===== src/rtl/pizza_pkg.sv =====
// Shared constants, thickness encoding and classification helper for the pizza order datapath.
package pizza_pkg;

  localparam logic [2:0] TuzSiniri     = 3'd5;
  localparam logic [5:0] KalinEsikAlt  = 6'd32;
  localparam logic [5:0] KalinEsikUst  = 6'd56;
  localparam logic [6:0] SayiTavan     = 7'd100;
  localparam logic [3:0] MalzemeSoslu  = 4'd7;
  localparam logic [3:0] MalzemeSossuz = 4'd6;

  typedef enum logic [1:0] {
    KalinInce  = 2'd0,
    KalinOrta  = 2'd1,
    KalinKalin = 2'd2
  } kalinlik_e;

  // Encoding 3 is unreachable by construction.
  function automatic kalinlik_e kalinlik_sinifi(input logic [5:0] un);
    if (un >= KalinEsikUst) begin
      return KalinKalin;
    end else if (un >= KalinEsikAlt) begin
      return KalinOrta;
    end
    return KalinInce;
  endfunction

endpackage


===== src/rtl/pizza_sayac.sv =====
// 7-bit saturating up-counter with enable and synchronous active-low clear.
module pizza_sayac
  import pizza_pkg::*;
(
  input  logic       saat,
  input  logic       reset,
  input  logic       en,
  output logic [6:0] sayi
);

  logic [6:0] sayi_d;

  always_comb begin
    sayi_d = sayi;
    if (en && (sayi < SayiTavan)) begin
      sayi_d = sayi + 7'd1;
    end
  end

  always_ff @(posedge saat) begin
    if (!reset) begin
      sayi <= '0;
    end else begin
      sayi <= sayi_d;
    end
  end

endmodule


===== src/rtl/pizza.sv =====
// Pizza order evaluator: classifies each sampled order and registers the result one cycle later.
module pizza
  import pizza_pkg::*;
(
  input  logic       saat,
  input  logic       reset,
  input  logic [5:0] un_miktari,
  input  logic [7:0] su_miktari,
  input  logic [2:0] tuz_miktari,
  input  logic       maya,
  input  logic       sos,
  output logic [1:0] kalinlik,
  output logic       secilen_malzeme,
  output logic [3:0] malzeme_miktari,
  output logic       kabarik,
  output logic       tuzlu,
  output logic [6:0] pizza_sayisi
);

  kalinlik_e  kalinlik_d;
  logic       tuzlu_d;
  logic       kabarik_d;
  logic [3:0] malzeme_d;

  // Water amount is accepted but has no effect on the result.
  logic unused_su;
  assign unused_su = ^su_miktari;

  always_comb begin
    tuzlu_d    = (tuz_miktari >= TuzSiniri);
    kalinlik_d = kalinlik_sinifi(un_miktari);
    kabarik_d  = 1'b0;
    malzeme_d  = 4'd0;
    if (!tuzlu_d) begin
      kabarik_d = maya;
      malzeme_d = sos ? MalzemeSoslu : MalzemeSossuz;
    end
  end

  always_ff @(posedge saat) begin
    if (!reset) begin
      kalinlik        <= '0;
      secilen_malzeme <= 1'b0;
      malzeme_miktari <= '0;
      kabarik         <= 1'b0;
      tuzlu           <= 1'b0;
    end else begin
      kalinlik        <= kalinlik_d;
      secilen_malzeme <= 1'b1;
      malzeme_miktari <= malzeme_d;
      kabarik         <= kabarik_d;
      tuzlu           <= tuzlu_d;
    end
  end

  pizza_sayac u_sayac (
    .saat (saat),
    .reset(reset),
    .en   (!tuzlu_d),
    .sayi (pizza_sayisi)
  );

endmodule


===== config.mk =====
export PLATFORM = sky130hd
export DESIGN_NAME = pizza
export DESIGN_NICKNAME = d
export VERILOG_FILES = /design/src/rtl/pizza_pkg.sv /design/src/rtl/pizza_sayac.sv /design/src/rtl/pizza.sv
export SDC_FILE = /design/constraint.sdc
export NUM_CORES = 1
export LEC_CHECK = 0
export ABC_AREA = 1
export CAP_MARGIN = 20
export CORE_ASPECT_RATIO = 1.1
export CORE_UTILIZATION = 39
export DETAILED_ROUTE_END_ITERATION = 10
export PLACE_DENSITY = 0.82
export RECOVER_POWER = 50
export SLEW_MARGIN = 0
export SYNTH_ARGS = -nofsm -noshare
export SYNTH_HDL_FRONTEND = slang
export SYNTH_HIERARCHICAL = 1
export SYNTH_SLANG_ARGS = --single-unit
export TNS_END_PERCENT = 1

===== constraint.sdc =====
create_clock -name saat -period 1.6 [get_ports saat]
set_clock_uncertainty 0.05 [all_clocks]
set_input_delay 0.16 -clock saat [delete_from_list [all_inputs] [get_ports saat]]
set_output_delay 0.16 -clock saat [all_outputs]
set_load 0.02 [all_outputs]

==> key figures <==
STA
  – Setup violators final: 0
  – Setup TNS: 0 ps
  – F_max: about 650 MHz
  – Endpoints failing hold: 0
  – Max-slew violations: 0
  – Min Hold Slack: ~360 ps
  – RSZ-0062 raised after global routing: false
  – Fin crit share: a little over nine tenths
  – Min cycle time layout: ~1500 ps

Logic synthesis
  – Area share of fa/ha/maj cells after synthesis: 1.92%
  – Seq cells post-synth: 14
  – Syn_nets: 108
  – Register area share after synthesis: between 40% and 50%
  – Avg Cell Area, Syn: approximately 7.6 um^2
  – Yosys warns: 6
  – Xor-xnor portion of the synthesized cell area: 0%
  – Area contributors post-synth: dfxtp_1, inv_1, nand2_1, nor2_1, nand3_1
  – Post-synthesis cell type count: 19
  – Yosys top cell by area: dfxtp_1
  – Post-synthesis mux area share: 0%
  – Mapped cell area: between 600 and 700 um^2
  – Synth Instances: 86
  – Largest family of logic cells by synthesized area: simple AND/OR/NAND/NOR gates
  – Compound-gate portion of the synthesized area: 7.87%
  – Synth top area share: 43.0%
  – Synth Area in Simple Gates: between 30 and 40%

Placement
  – PortBufs: 24
  – Placer congestion estimate: 0.737
  – DP Wirelength: about 970 um

Floorplan
  – Starting density of the core: 41.8%
  – Core area: between 1500 and 2000 um^2
  – Die width: slightly above 40 um
  – DIE AREA: roughly 1800 um^2
  – Die height: 44.9 um
  – I/O pins: 37
  – Floorplan row count: 15

GRT
  – GRT Util Overall: ~15%
  – Pin count of the biggest net entering global routing: 11
  – Global route overflow: 0
  – Met2 global-route usage: a little over a fifth
  – Grt peak-use layer: met2
  – Initial antenna violation count: 0
  – Number of global-route vias before repair: 483
  – GR Util met3: about 5.4%
  – First-pass GRT wire length: 1860 um
  – Met1 Usage GRT: between 10% and 20%

Detailed routing
  – Vias per std cell: around 4.6
  – Routed Antenna Nets: 0
  – DR pass1 iterations: 4
  – Drt wl/cell: 9.27 um
  – Via count: a little under 600
  – DRT iter0 DRCs: 5
  – Post-route DRC: 0
  – WL final: approximately 1200 um

Critical path
  – Critical-path cell list: clkdlybuf4s50_1
  – Worst path top cell family by delay: buffers and inverters
  – Worst Path Buf+Inv: 1
  – Required @ worst endpoint: 1390 ps
  – Crit Path Class: flip-flop to primary output
  – CP max-delay cell: clkdlybuf4s50_1
  – Setup crit end kind: primary output
  – Crit path max fanout: 6
  – Path depth of the worst reg2reg path: 8
  – WP data arrival: ~1300 ps
  – Worst path max stage delay: roughly 640 ps
  – Worst r2r dst: u_sayac/sayi[0]
  – Flop2flop setup slack: approximately 160 ps
  – RR Startpoint: u_sayac/sayi[2]
  – CP startpoint kind: flip-flop

Clock tree
  – Clk sinks: 14
  – CTS tree: done
  – Clock Pin Slew Worst Setup and Hold Paths: about 80 ps
  – Hold buffers post-CTS: 0
  – CTS root buffer: clkbuf_4
  – Worst-case clock buffer depth: 2
  – Post-CTS sizing: 0
  – Postcts setup bufs: 0
  – Clock latency at the later pin of the worst-skew pair: about 270 ps
  – H-tree lvl count: 1
  – Num CTS Buffers: 3

Power
  – Pwr/cell area: about 750 nW/um^2
  – Peak VDD IR: ~0.57 mV
  – Leak: approximately 0.4 nW

Flow run
  – Max Cap Viol: 0

Finish
  – Most common cell after layout, fill and taps aside: clkdlybuf4s50_1
  – Antenna Cells: 0
  – Synthesis-to-finish area growth: 39.7%
  – Fin nets: about 140
  – Final core occ: between 50 and 60%
  – Most frequent cells in the layout: clkdlybuf4s50_1, nand2_1, inv_1, dfxtp_1, nor2_1
  – FF/Latch Area: ~280 um^2
  – Footprint of the multi-input gates: roughly 260 um^2
  – Share of cells above drive strength 1: around an eighth
  – # fillers: ~150

Status
  – Status: complete, no violations

Hold path
  – WHS Path Cells: 3
  – WHS Endpoint: malzeme_miktari[0]
  – Hold Path Origin: sos
  – Tightest Hold Check Type: primary input to flip-flop
[final cells by class]
class / count / share of cell area (%)
sequential: 14 / 30.8
timing repair buffer: 28 / 29.3
multi-input combinational: 52 / 28.6
inverter: 16 / 6.59
clock buffer: 3 / 2.47
tap: 17 / 2.34
[cell usage after synthesis, drive strengths merged]
cell type  instances
nor2              12
buf                4
conb               1
dfxtp             14
nand4              4
nand3              8
o21ai              3
nand2             18
inv               15
clkinv             1
a21oi              5
ha                 1
[power by group]
part / switching (W) / total [W] / internal [W]
Combinational: 0.0000620 / 0.000123 / 0.0000607
Clock: 0.0000997 / 0.000187 / 0.0000870
Sequential: 0.00000987 / 0.000373 / 0.000363
[metrics by stage]
stage,worst slack (ps),area (um^2),power [W],instances
5_1_grt,3.34,911,0.000722,130
2_1_floorplan,363,652,0.000446,86
3_3_place_gp,294,910,0.000507,127
3_5_place_dp,258,910,0.000511,127
4_1_cts,46.6,932,0.000703,130
6_report,67.9,911,0.000683,130
[registers in the layout, summed over array words and instances, names as in the netlist]
name             flops
secilen_malzeme      1
tuzlu                1
malzeme_miktari      2
kabarik              1
u_sayac/sayi         7
kalinlik             2
[metal layers]
metal | share of wire [%] | routed length (um) | vias to the layer above
met1 | 44 | 533 | 258
met4 | 1.2 | 14 | 0
met2 | 50 | 602 | 19
met3 | 4.5 | 54 | 2
li1 | - | - | 317
met5 | 0 | 0 | -
[worst min-delay path: cells and delay by family]
family,cells,cell delay (ps)
buf+inv,2,440
simple gates,1,30
[logic make-up after synthesis]
kind of cell | after synthesis
flops | 14
compound gates | 8
buf+inv | 20
simple gates | 42
fa+ha+maj | 1
other cells | 1
[worst max path at each step]
stage / end / startpoint / slack (ps) / cells past startpoint
floorplan: u_sayac/sayi[4] / u_sayac/sayi[0] / 360 / 6
global placement: u_sayac/sayi[1] / tuz_miktari[1] / 290 / 6
detailed placement: u_sayac/sayi[0] / tuz_miktari[1] / 260 / 7
CTS: pizza_sayisi[0] / u_sayac/sayi[0] / 50 / 1
global route: pizza_sayisi[0] / u_sayac/sayi[0] / 3 / 1
finish: pizza_sayisi[0] / u_sayac/sayi[0] / 70 / 1
(Power assumes the default switching activity.)
